## src/rtl/paddle_ctl.sv

```systemverilog
// Paddle position controller: synchronizes the up/down buttons and, once per
// frame at the vsync rising edge, moves the paddle with stepwise acceleration.
module paddle_ctl #(
  parameter int SCREEN_H   = 768,
  parameter int PADDLE_H   = 80,
  parameter int Y_INIT     = 344,
  parameter int V_MIN      = 1,
  parameter int V_MAX      = 8,
  parameter int ACC_FRAMES = 4
) (
  input  logic        pclk,
  input  logic        rst,
  input  logic        vsync_in,
  input  logic        btn_up,
  input  logic        btn_down,
  output logic [11:0] y_pos,
  output logic        at_top,
  output logic        at_bottom
);

  localparam logic [11:0] Y_MAX    = 12'(SCREEN_H - PADDLE_H);
  localparam logic [11:0] Y_RST    = 12'(Y_INIT);
  localparam logic [11:0] SPD_MIN  = 12'(V_MIN);
  localparam logic [11:0] SPD_MAX  = 12'(V_MAX);
  localparam logic [7:0]  CNT_LAST = 8'(ACC_FRAMES - 1);

  typedef enum logic [1:0] {IDLE, UP, DOWN} state_t;

  logic        r_up_meta, r_up_s, r_dn_meta, r_dn_s;
  logic        r_vsync_d;
  state_t      r_state;
  logic [11:0] r_speed;
  logic [7:0]  r_cnt;
  logic [11:0] r_y;
  logic        r_top, r_bot;

  logic        w_tick;
  state_t      w_nxt;
  logic        w_enter;
  logic [11:0] w_step;
  logic [11:0] w_y_nxt;
  logic [11:0] w_spd_nxt;
  logic [7:0]  w_cnt_nxt;

  // Upward move clamps at line 0 instead of wrapping.
  function automatic logic [11:0] sat_up(input logic [11:0] y, input logic [11:0] step);
    return (y < step) ? 12'd0 : y - step;
  endfunction

  // Downward move sums in 13 bits so a large step cannot wrap past the clamp.
  function automatic logic [11:0] sat_down(input logic [11:0] y, input logic [11:0] step);
    logic [12:0] sum;
    sum = {1'b0, y} + {1'b0, step};
    return (sum > {1'b0, Y_MAX}) ? Y_MAX : sum[11:0];
  endfunction

  assign w_tick = vsync_in & ~r_vsync_d;

  always_comb begin
    w_nxt = IDLE;
    if (r_up_s & ~r_dn_s)
      w_nxt = UP;
    else if (r_dn_s & ~r_up_s)
      w_nxt = DOWN;
    w_enter   = (w_nxt != r_state);
    w_step    = w_enter ? SPD_MIN : r_speed;
    w_y_nxt   = r_y;
    w_spd_nxt = SPD_MIN;
    w_cnt_nxt = 8'd0;
    case (w_nxt)
      UP:      w_y_nxt = sat_up(r_y, w_step);
      DOWN:    w_y_nxt = sat_down(r_y, w_step);
      default: w_y_nxt = r_y;
    endcase
    // A reversal counts as a fresh entry, so speed restarts from the minimum.
    if (w_nxt != IDLE) begin
      if (w_enter) begin
        w_spd_nxt = SPD_MIN;
        w_cnt_nxt = 8'd1;
      end else if (r_cnt == CNT_LAST) begin
        w_cnt_nxt = 8'd0;
        w_spd_nxt = (r_speed >= SPD_MAX) ? SPD_MAX : r_speed + 12'd1;
      end else begin
        w_cnt_nxt = r_cnt + 8'd1;
        w_spd_nxt = r_speed;
      end
    end
  end

  always_ff @(posedge pclk) begin
    if (rst) begin
      r_up_meta <= 1'b0;
      r_up_s    <= 1'b0;
      r_dn_meta <= 1'b0;
      r_dn_s    <= 1'b0;
      // Held at 1 so a vsync already high at reset release is not a tick.
      r_vsync_d <= 1'b1;
      r_state   <= IDLE;
      r_speed   <= SPD_MIN;
      r_cnt     <= 8'd0;
      r_y       <= Y_RST;
      r_top     <= 1'b0;
      r_bot     <= 1'b0;
    end else begin
      r_up_meta <= btn_up;
      r_up_s    <= r_up_meta;
      r_dn_meta <= btn_down;
      r_dn_s    <= r_dn_meta;
      r_vsync_d <= vsync_in;
      if (w_tick) begin
        r_state <= w_nxt;
        r_speed <= w_spd_nxt;
        r_cnt   <= w_cnt_nxt;
        r_y     <= w_y_nxt;
        r_top   <= (w_y_nxt == 12'd0);
        r_bot   <= (w_y_nxt == Y_MAX);
      end
    end
  end

  assign y_pos     = r_y;
  assign at_top    = r_top;
  assign at_bottom = r_bot;

endmodule

```

## config.mk

```make
export PLATFORM = sky130hd
export DESIGN_NAME = paddle_ctl
export DESIGN_NICKNAME = d
export VERILOG_FILES = /design/src/rtl/paddle_ctl.sv
export SDC_FILE = /design/constraint.sdc
export NUM_CORES = 1
export LEC_CHECK = 0
export ABC_CLOCK_PERIOD_IN_PS = 3700
export BUFFER_PORTS_ARGS = -buffer_cell sky130_fd_sc_hd__buf_4
export CORE_ASPECT_RATIO = 1.5
export CORE_MARGIN = 5
export CORE_UTILIZATION = 50
export CTS_CLUSTER_SIZE = 20
export DETAILED_ROUTE_END_ITERATION = 8
export HOLD_SLACK_MARGIN = 0.15
export PLACE_DENSITY = 0.79
export SYNTH_ARGS = -nofsm -noshare
export SYNTH_HDL_FRONTEND = slang
export SYNTH_SLANG_ARGS = --single-unit
```

## constraint.sdc

```tcl
create_clock -name pclk -period 3.7 [get_ports pclk]
set_input_delay 0.37 -clock pclk [delete_from_list [all_inputs] [get_ports pclk]]
set_output_delay 0.37 -clock pclk [all_outputs]
set_load 0.03 [all_outputs]
```

After elaboration in Yosys (flattened, before gate mapping)
Cells that the tools add are included.
{ "word_totals": {"out_inout_bits": 14, "reg_bits": 41, "wordCells": 46, "inputBits": 5} }
{ "classes": {"n_eq_ne": 6, "mux": 13, "addsub": 4, "magnitude_cmp": 3, "n_reduce_logical": 3, "n_bitwise": 6} }
{ "op_table": {"columns": ["operator", "count"], "rows": [
  ["$mux W12", 7],
  ["$mux W8", 3],
  ["$pmux W12 S2", 1],
  ["$add A12 B12 Y13", 1],
  ["$gt A13 B10 Y1 const B", 1],
  ["$add A12 B1 Y12 const B", 1],
  ["$eq A12 B10 Y1 const B", 1],
  ["$ge A12 B4 Y1 const B", 1],
  ["$logic_not A12 Y1", 1],
  ["$lt A12 B12 Y1", 1],
  ["$sub A12 B12 Y12", 1],
  ["$add A8 B1 Y8 const B", 1],
  ["$eq A8 B2 Y1 const B", 1],
  ["$mux W2", 2],
  ["$and A1 B1 Y1", 3],
  ["$ne A3 B2 Y1 const B", 1],
  ["$not A1 Y1", 3],
  ["$eq A2 B1 Y1 const B", 1],
  ["$eq A2 B2 Y1 const B", 1],
  ["$ne A2 B2 Y1", 1],
  ["$reduce_and A2 Y1", 1],
  ["$reduce_bool A2 Y1", 1]
]} }

Longest topological paths before layout
Gate-level depths: netlist (run 1).
{ "depth": {"word_depth": 11, "ltp_mapped": 18, "ltp_nobuf": 17} }

Worst setup path before layout (run 1)
No wires, ideal clock.
{ "synth_timing": {"path_type": "register to register", "startpoint": "register r_up_s", "endpoint": "register r_bot (netlist: at_bottom)", "setup_slack_ns": -0.186, "path_buffers": 1, "setup_ns": 0.117, "arrival_time_ns": 3.768, "required_time_ns": 3.583, "path_stages_with_launch": 17, "period_less_slack_ns": 3.886, "cell_sequence": "dfxtp_1 -> inv_1 -> ha_1 -> xor2_1 -> nor2_1 -> clkbuf_1 -> nand2_1 -> fa_1 -> o21ba_1 -> nor4_2 -> o31ai_1 -> a2111oi_0 -> o21ai_1 -> a21o_1 -> a221oi_1 -> nor2_1 -> a32o_1"} }
{ "synth_between": {"elab_chain_cells": 11, "elab_cells_between_ends": 17, "classes_between": "add/sub (2); order compare (2); eq/ne (4); mux (6); bitwise (3)"} }
{ "synth_lines": {"columns": ["item", "line_no", "text"], "rows": [
  ["start: declaration", "29", "logic r_up_meta, r_up_s, r_dn_meta, r_dn_s;"],
  ["start signal: assignment", "106", "r_up_s <= r_up_meta;"],
  ["$not A1 Y1", "63", "else if (r_dn_s & ~r_up_s)"],
  ["$and A1 B1 Y1", "63", null],
  ["$mux W2", "63", null],
  ["$mux W2 (*)", "61", "if (r_up_s & ~r_dn_s)"],
  ["via w_nxt[1]", "38", "state_t w_nxt;"],
  ["$ne A2 B2 Y1", "65", "w_enter = (w_nxt != r_state);"],
  ["$mux W12", "66", "w_step = w_enter ? SPD_MIN : r_speed;"],
  ["$add A12 B12 Y13", "53", "sum = {1'b0, y} + {1'b0, step};"],
  ["$gt A13 B10 Y1", "54", "return (sum > {1'b0, Y_MAX}) ? Y_MAX : sum[11:0];"],
  ["$mux W12", "54", null],
  ["$pmux W12 S2 (*)", "70", "case (w_nxt)"],
  ["$eq A12 B10 Y1 (*)", "116", "r_bot <= (w_y_nxt == Y_MAX);"],
  ["end signal: assignment", "116", null],
  ["end: declaration", "35", "logic r_top, r_bot;"]
]} }
The timed path passes the listed nets; every way through them passes the cells marked *.
A chain may end at the register's enable or synchronous reset.

Worst setup path in the final report (run 1)
{ "layout_timing": {"startpoint": "register r_up_s", "endpoint": "register r_y[8] (netlist: y_pos[8])"} }
{ "layout_between": {"elab_chain_cells": 10, "elab_cells_between_ends": 16, "classes_between": "add/sub (2); order compare (2); eq/ne (3); mux (6); bitwise (3)"} }
{ "layout_lines": {"columns": ["item", "line_no", "text"], "rows": [
  ["$not A1 Y1", "63", null],
  ["$and A1 B1 Y1", "63", null],
  ["$mux W2", "63", null],
  ["$mux W2 (*)", "61", null],
  ["via w_nxt[1]", "38", null],
  ["$ne A2 B2 Y1", "65", null],
  ["$mux W12", "66", null],
  ["$add A12 B12 Y13", "53", null],
  ["$gt A13 B10 Y1", "54", null],
  ["$mux W12", "54", null],
  ["$pmux W12 S2 (*)", "70", null],
  ["end signal: assignment", "114", "r_y <= w_y_nxt;"],
  ["end: declaration", "34", "logic [11:0] r_y;"]
]} }
Marked as above.

==> out/metrics.csv, run 1 <==
metric,value,unit
status,"complete, but fails checks",
violations,negative setup slack,
nets,542,
ys_warn_count,0,
postRouteAntennaNets,0,
coreArea,6530,um^2
cp_slowest_cell,or3_4,
layout_commonest_cell,buf_4,
ys.flop_type,dfxtp_1,
drt_pass1_iterations,6,
synth.distinct_cells,72,
gr-total-overflow,0,
ys_ff_latch,41,
antenna_cells,0,
finClkSkew,0.00639,ns
port_buffers,18,
synth-edff-count,0,
final.setup.tns,-0.505,ns
grt_pass1_wl,17400,um
path_clk_slew,0.07,ns
initial_core_util,0.513,
vias_per_cell,6.42,
cts_tree,yes,
required,3.89,ns
arrival,4.03,ns
antenna_found_initial,0,
crit_path_cell_trace,"inv_2, ha_4, xor2_2, nor2_4, buf_6, nand2_2, buf_4, inv_1, ha_1, nor2b_4, nor3_2, buf_4, a211oi_2, or3_4, a211oi_4, buf_6, a211oi_4, buf_6, a221o_1, a31o_1",
wl_per_cell,19.7,um
p_per_area,199,nW/um^2
async_flop_share,0,
max-vdd-ir-drop,0.263,mV
gp_routability_congestion,0.989,
timing.max_cap.violations,0,
root_buffer,clkbuf_8,
startpoint_type,register,
grt_max_degree,22,
clockBufferDepth,2,
cts_hold_buf,0,
setup_violations,6,
avgSynthCellArea,7.70,um^2
end_kind,register,
syn_area,3350,um^2
syn_nets,471,
grt_pass1_vias,3664,
fmax,261,MHz
hold_path.class,in2reg,
hold-worst-slack,0.285,ns
synthToLayoutAreaGrowth,37.6,%
min_period,3.84,ns
route.vias.total,3729,
cp_max_fo,6,
numClockSinks,41,
max_stage_delay,0.43,ns
p_leak,1.96,nW
die_x,76.8,um
htreeDepth,2,
crit_top_cell,buf_6,
ios,19,
path_buf_inv,7,
drive_above_1_share,0.339,
dpl.hpwl,7770,um
die_h,110,um
grt_usage,0.257,
hold_viol,0,
syn_inst,435,
slew_violations,0,
worst_pin_slew,0.855,ns
drc,0,
setup_ws,-0.136,ns
layout_common_cells,"buf_4, nor2_1, dfxtp_1, nand2_1, inv_1",
numCtsBuffers,5,
ys_seq_area_frac,0.245,
relSlewSlack,0.428,
drtIter0Drc,325,
routed_wl,11500,um
rsz0062_at_grt,yes,
worstSkewPairLatency,0.29,ns
num_rows,36,
post-route-period-util,1.04,
die-area,8470,um^2
critPathTopFamily,simple AND/OR/NAND/NOR gates,
crit_type,reg2reg,
-- layer usage --
| layer | track usage | vias to the layer above | wire [um] |
|---|---|---|---|
| met1 | 0.258 | 1774 | 4040 |
| met2 | 0.484 | 182 | 5890 |
| met4 | 0.170 | 0 | 869 |
| met5 | 0 | - | 0 |
| met3 | 0.0407 | 79 | 663 |
| li1 | - | 1694 | - |
-- synthesized netlist by cell type (6+ instances only) --
master	count	area [um^2]
nor2_1	52	195
nand2_1	44	165
dfxtp_1	41	821
inv_1	30	113
ha_1	29	363
a21oi_1	26	130
xor2_1	14	123
o21ai_0	13	65.1
clkbuf_1	11	41.3
nor2b_1	11	68.8
nor3_1	10	50.1
nand3_1	9	45.0
buf_2	7	35.0
a211oi_1	6	45.0
nand4_1	6	37.5
o211ai_1	6	45.0
xnor2_1	6	52.6
-- logic make-up (layout without fill, tap and decap cells) --
kind of cell | after synthesis | count (layout) | share of synthesized area
xor+xnor | 20 | 20 | 0.0523
fa+ha+maj | 31 | 31 | 0.120
compound gates | 113 | 113 | 0.247
simple gates | 178 | 178 | 0.268
buf+inv | 49 | 119 | 0.0575
flops | 41 | 41 | 0.245
mux | 3 | 3 | 0.00934
-- power breakdown --
part,internal (mW),switching [mW]
clock network,0.124,0.145
logic,0.0804,0.108
registers,0.448,0.0104
-- repair_timing --
action,in CTS,in global routing
setup endpoints to repair,8,11
resized for setup,31,72
buffers inserted,8,6
pin swaps,21,40
-- flip-flops by register name (all words and copies together) (netlist names) --
signal     count
at_bottom      1
at_top         1
r_cnt          8
r_dn_meta      1
r_dn_s         1
r_speed       12
r_state        2
r_up_meta      1
r_up_s         1
r_vsync_d      1
y_pos         12
-- through the flow --
stage | utilization | std cells | worst slack (ns) | instance area (um^2) | total power, mW
floorplan | - | 435 | 0.0427 | 3360 | 0.559
global placement | 0.596 | 561 | -0.0113 | 3890 | 0.607
detailed placement | 0.596 | 561 | -0.128 | 3890 | 0.610
CTS | 0.639 | 575 | 0.00482 | 4170 | 0.890
global route | 0.706 | 581 | -0.228 | 4610 | 0.962
finish | 0.706 | 581 | -0.136 | 4610 | 0.915
-- area by class of cell --
type,count,area [um^2]
clock buffer,5,68.8
clock inverter,1,5.00
fill,456,1920
inverter,31,116
multi-input combinational,345,2850
sequential,41,823
tap,76,95.1
timing repair buffer,82,646
-- worst paths after layout --
| path | slack (ns) | to | cells after the start | from |
|---|---|---|---|---|
| setup / recovery | -0.14 | y_pos[8]$_SDFFE_PP1P_ | 20 | r_up_s$_SDFF_PP0_ |
| hold / removal | 0.28 | r_dn_meta$_SDFF_PP0_ | 2 | btn_down |
| setup reg to reg | -0.14 | y_pos[8]$_SDFFE_PP1P_ | 20 | r_up_s$_SDFF_PP0_ |
| hold reg to reg | 0.45 | r_dn_s$_SDFF_PP0_ | 1 | r_dn_meta$_SDFF_PP0_ |
No activity file was read; power rests on OpenSTA's default activity.
==> inputs of run 2 (changes only) <==
--- a/config.mk
+++ b/config.mk
@@ -9,11 +9,11 @@
 export BUFFER_PORTS_ARGS = -buffer_cell sky130_fd_sc_hd__buf_4
 export CORE_ASPECT_RATIO = 1.5
 export CORE_MARGIN = 5
-export CORE_UTILIZATION = 50
+export CORE_UTILIZATION = 56
 export CTS_CLUSTER_SIZE = 20
 export DETAILED_ROUTE_END_ITERATION = 8
 export HOLD_SLACK_MARGIN = 0.15
-export PLACE_DENSITY = 0.79
+export PLACE_DENSITY = 0.86
 export SYNTH_ARGS = -nofsm -noshare
 export SYNTH_HDL_FRONTEND = slang
 export SYNTH_SLANG_ARGS = --single-unit
==> run 2 against run 1 <==
- the run still ends with negative setup slack left
- non-clock buffer count is the same
- design area decreased by 3.3%
- setup slack better by 0.076 ns
- sequential power about the same
- register-to-register slack better by 0.08 ns
- total power is 0.64% higher
- die area decreased by 9.6%
- via count rose by 1.3%
- flip-flop and latch count unchanged
- fmax grew 2.0%
==> out/metrics.csv, run 2 (synthesis gave the netlist of run 1 again) <==
metric,value,unit
routed_wl,11100,um
htreeDepth,2,
r2r_cells,19,
grt_pass1_wl,16400,um
arrival,3.96,ns
wl_per_cell,19.1,um
worst_pin_slew,0.874,ns
hold_path.class,in2reg,
drt_pass1_iterations,6,
setup_ws,-0.0601,ns
crit_type,reg2reg,
clockBufferDepth,2,
timing.max_cap.violations,0,
grt_max_degree,22,
root_buffer,clkbuf_8,
hold_end,r_vsync_d$_SDFF_PP1_,
slew_violations,0,
port_buffers,18,
die-area,7660,um^2
route.vias.total,3779,
placed_area,3860,um^2
drtIter0Drc,288,
r2r_end,at_top$_SDFFE_PP0P_,
drc,0,
path_clk_slew,0.09,ns
final.setup.tns,-0.217,ns
p_per_area,207,nW/um^2
hold_viol,0,
synthToLayoutAreaGrowth,33.1,%
antenna_found_initial,0,
r2r_slack,-0.06,ns
layout_commonest_cell,buf_4,
filler_cell_count,364,
max-vdd-ir-drop,0.404,mV
cp_max_fo,9,
num_rows,34,
p_leak,1.93,nW
nets,542,
setup_violations,6,
post-route-period-util,1.02,
min_path_cells,2,
violations,negative setup slack,
postRouteAntennaNets,0,
worstSkewPairLatency,0.30,ns
vias_per_cell,6.53,
die_h,105,um
required,3.90,ns
die_x,73.1,um
gp_routability_congestion,0.996,
ios,19,
startpoint_type,register,
grt_usage,0.265,
grt_pass1_vias,3566,
numClockSinks,41,
initial_core_util,0.575,
relSlewSlack,0.415,
cts_hold_buf,0,
rsz0062_at_grt,yes,
end_kind,register,
antenna_cells,0,
layout_common_cells,"buf_4, nor2_1, dfxtp_1, nand2_1, inv_1",
post-route-util,0.765,
fmax,266,MHz
hold_path_startpoint,vsync_in,
numCtsBuffers,5,
r2r-start,r_up_s$_SDFF_PP0_,
min_period,3.76,ns
status,"complete, but fails checks",
gr-total-overflow,0,
fin_area,4460,um^2
cts_tree,yes,
drive_above_1_share,0.312,
dpl.hpwl,7880,um
coreArea,5830,um^2
finClkSkew,0.0154,ns
-- run 2: routing by layer --
layer / routed length [um] / track usage / share of wire / vias to the layer above
met5: 0 / 0 / 0 / -
met4: 895 / 0.190 / 0.081 / 0
met3: 658 / 0.0384 / 0.060 / 84
met2: 5490 / 0.456 / 0.50 / 232
met1: 4010 / 0.285 / 0.36 / 1763
li1: - / - / - / 1700
-- run 2: per-stage QoR --
stage | std cells | total power, mW | worst slack, ns | hold WS, ns
global placement | 554 | 0.606 | -0.000996 | 0.425
detailed placement | 554 | 0.611 | -0.161 | 0.431
finish | 579 | 0.921 | -0.0601 | 0.280
global route | 579 | 0.955 | -0.170 | 0.284
CTS | 569 | 0.897 | 0.00808 | 0.282
floorplan | 435 | 0.559 | 0.0427 | 0.414
-- run 2: what timing repair did --
item	in CTS	in global routing
hold endpoints to repair	0	0
gates resized for setup	30	46
setup endpoints to repair	8	11
setup buffers	7	10
pin swaps	17	30
-- run 2: where the power goes --
part	internal, mW	leakage (nW)	switching (mW)	total (mW)
Sequential	0.447	0.333	0.0102	0.458
Combinational	0.0776	1.56	0.104	0.182
Clock	0.130	0.0439	0.152	0.282
-- run 2: worst max-delay path by stage --
stage	startpoint	to	slack, ns
final	r_up_s$_SDFF_PP0_	at_top$_SDFFE_PP0P_	-0.06
after global placement	r_up_s$_SDFF_PP0_	y_pos[2]$_SDFFE_PP0P_	-0.001
after detailed placement	r_up_s$_SDFF_PP0_	at_top$_SDFFE_PP0P_	-0.16
after CTS	r_up_s$_SDFF_PP0_	at_top$_SDFFE_PP0P_	0.008
after global routing	r_up_s$_SDFF_PP0_	y_pos[2]$_SDFFE_PP0P_	-0.17
after floorplan	r_up_s$_SDFF_PP0_	at_bottom$_SDFFE_PP0P_	0.04
-- run 2: area by class of cell --
| type | instances | area (um^2) | share of cell area |
|---|---|---|---|
| Inverter | 31 | 116 | 0.0261 |
| Tap cell | 72 | 90.1 | 0.0202 |
| Sequential cell | 41 | 826 | 0.185 |
| Timing Repair Buffer | 82 | 631 | 0.141 |
| Multi-Input combinational cell | 345 | 2710 | 0.608 |
| Clock inverter | 3 | 17.5 | 0.00393 |
| Clock buffer | 5 | 68.8 | 0.0154 |
-- run 2: worst max-delay path, stage by stage (launching register included) --
cell and delay, ns:
dfxtp_4 0.38, inv_2 0.03, ha_2 0.17, xor2_1 0.16, nor2_2 0.18, buf_6 0.16, buf_6 0.14, nand2_1 0.08
ha_1 0.34, buf_6 0.16, inv_2 0.07, buf_4 0.15, nor2_1 0.18, o41ai_2 0.11, o311a_1 0.17, a211oi_4 0.33
a21o_1 0.24, a21oi_2 0.08, o221a_1 0.25, a32o_1 0.26
==> inputs of run 3 (changes only) <==
--- a/config.mk
+++ b/config.mk
@@ -5,6 +5,7 @@
 export SDC_FILE = /design/constraint.sdc
 export NUM_CORES = 1
 export LEC_CHECK = 0
+export ABC_AREA = 1
 export ABC_CLOCK_PERIOD_IN_PS = 3700
 export BUFFER_PORTS_ARGS = -buffer_cell sky130_fd_sc_hd__buf_4
 export CORE_ASPECT_RATIO = 1.5
==> run 3 against run 2 <==
- the flow now finishes without violations
- wire length decreased by 20%
- synthesized cell count is 14% higher
- first-iteration DRC count decreased by 15%
- combinational power down 5%
==> out/metrics.csv, run 3 <==
metric,value,unit
die_h,104,um
htreeDepth,2,
r2r_slack,0.20,ns
r2r-start,r_dn_s$_SDFF_PP0_,
coreArea,5740,um^2
end_kind,register,
initial_core_util,0.571,
synth-edff-count,0,
syn_inst,497,
die-area,7520,um^2
wl_per_cell,15.0,um
crit_top_cell,nand2_1,
fin_area,3660,um^2
placed_area,3440,um^2
drt_pass1_iterations,5,
p_per_area,250,nW/um^2
root_buffer,clkbuf_8,
relSlewSlack,0.543,
routed_wl,8820,um
setup_violations,0,
syn_area,3280,um^2
nets,550,
numClockSinks,41,
crit_path_cell_trace,"inv_1, ha_1, xnor2_1, nand2_2, buf_4, nor2_1, inv_1, ha_4, o21bai_1, nand2_1, nand3_1, xor2_1, nand2_1, nand2_1, nand2_2, nand3_2, nand2_1, a21oi_1, nand3_1, nor2_2, nand3_1, a21oi_2",
layout_commonest_cell,nand2_1,
startpoint_type,register,
antenna_cells,0,
post-route-period-util,0.946,
avgSynthCellArea,6.60,um^2
grt_pass1_wl,13900,um
die_x,72.5,um
postRouteAntennaNets,0,
port_buffers,18,
status,"complete, no violations",
drc,0,
cp_slowest_cell,dfxtp_1,
gp_routability_congestion,1.01,
drtIter0Drc,246,
syn_nets,533,
r2r_cells,22,
required,3.93,ns
crit_type,reg2reg,
vias_per_cell,5.58,
worst_pin_slew,0.679,ns
numCtsBuffers,5,
synthToLayoutAreaGrowth,11.6,%
drive_above_1_share,0.157,
r2r_end,at_top$_SDFFE_PP0P_,
hold_viol,0,
cts_tree,yes,
ys_warn_count,0,
min_period,3.50,ns
grt_usage,0.230,
hold_path.class,in2reg,
path_clk_slew,0.08,ns
ys.flop_type,dfxtp_1,
synth.top_cell.area_share,0.250,
final.setup.tns,0,ns
cp_max_fo,9,
ios,19,
finClkSkew,0.00936,ns
startpoint,r_dn_s$_SDFF_PP0_,
grt_max_degree,24,
num_rows,34,
cts_hold_buf,0,
dpl.hpwl,6900,um
gr-total-overflow,0,
timing.max_cap.violations,0,
crit_end,at_top$_SDFFE_PP0P_,
arrival,3.74,ns
fmax,286,MHz
ys_ff_latch,41,
yosys.area.top_type,dfxtp_1,
layout_common_cells,"nand2_1, inv_1, nor2_1, dfxtp_1, nand3_1",
slew_violations,0,
grt_pass1_vias,3115,
max_stage_delay,0.34,ns
netlist_top_cells_count,"nand2_1, inv_1, nor2_1",
synth_most_common_cell,nand2_1,
synth.distinct_cells,42,
route.vias.total,3274,
clockBufferDepth,2,
async_flop_share,0,
path_buf_inv,3,
ys_seq_area_frac,0.250,
critPathTopFamily,simple AND/OR/NAND/NOR gates,
synth_area_leaders,"dfxtp_1, nand2_1, ha_1",
p_leak,1.73,nW
crit_cells,22,
max-vdd-ir-drop,0.236,mV
worstSkewPairLatency,0.29,ns
antenna_found_initial,0,
## run 3: layer usage
layer  wire (um)  up-vias  track usage  share of wire
met5           0        -            0              0
met4         342        0        0.116          0.039
met3         383       32       0.0310          0.043
met2        4790      103        0.424           0.54
met1        3310     1520        0.246           0.37
li1            -     1619            -              -
## run 3: what timing repair did
| item | CTS | global route |
|---|---|---|
| setup buffers | 0 | 2 |
| gates resized for setup | 0 | 26 |
| endpoints found under the setup margin | 0 | 3 |
## run 3: logic make-up (layout without fill, tap and decap cells)
group / after synthesis / count (layout) / share of synthesized area
and+or+nand+nor: 236 / 236 / 0.326
buffers and inverters: 105 / 123 / 0.135
DFF: 41 / 41 / 0.250
xor gates and xnor gates: 13 / 13 / 0.0347
AOI/OAI and AO/OA: 71 / 71 / 0.132
adders and majority gates: 31 / 31 / 0.123
## run 3: final cells by class
cell class | instances | area [um^2]
Clock buffer | 6 | 72.6
Clock inverter | 2 | 10.0
Fill cell | 545 | 2080
Inverter | 91 | 343
Multi-Input combinational cell | 351 | 2140
Sequential cell | 41 | 822
Tap cell | 72 | 90.1
Timing Repair Buffer | 24 | 180
## run 3: worst min path at each step
stage | startpoint | to | slack [ns] | cells past startpoint
6_report | vsync_in | r_vsync_d$_SDFF_PP1_ | 0.28 | 3
2_1_floorplan | r_dn_meta$_SDFF_PP0_ | r_dn_s$_SDFF_PP0_ | 0.39 | 2
3_5_place_dp | r_up_meta$_SDFF_PP0_ | r_up_s$_SDFF_PP0_ | 0.42 | 2
4_1_cts | vsync_in | r_vsync_d$_SDFF_PP1_ | 0.28 | 3
3_3_place_gp | r_dn_meta$_SDFF_PP0_ | r_dn_s$_SDFF_PP0_ | 0.42 | 2
5_1_grt | vsync_in | r_vsync_d$_SDFF_PP1_ | 0.27 | 3
## run 3: power breakdown
part / switching (mW) / internal, mW
Sequential: 0.0111 / 0.450
Combinational: 0.112 / 0.0604
Clock: 0.149 / 0.131
Total: 0.272 / 0.641
## run 3: worst register-to-register path, stage by stage (launching register included)
cell and delay (ns):
dfxtp_1 0.34, inv_1 0.05, ha_1 0.23, xnor2_1 0.18, nand2_2 0.12, buf_4 0.19
nor2_1 0.19, inv_1 0.10, ha_4 0.26, o21bai_1 0.21, nand2_1 0.10, nand3_1 0.13
xor2_1 0.27, nand2_1 0.09, nand2_1 0.07, nand2_2 0.10, nand3_2 0.10, nand2_1 0.08
a21oi_1 0.17, nand3_1 0.12, nor2_2 0.11, nand3_1 0.10, a21oi_2 0.13
## run 3: stage by stage
stage	worst slack [ns]	power, mW	hold slack (ns)	utilization	cells
4_1_cts	0.0926	0.910	0.277	0.613	585
5_1_grt	-0.0550	0.958	0.273	0.638	587
2_1_floorplan	0.535	0.590	0.388	-	497
3_3_place_gp	0.211	0.628	0.421	0.598	577
6_report	0.198	0.914	0.280	0.638	587
3_5_place_dp	0.140	0.630	0.425	0.598	577
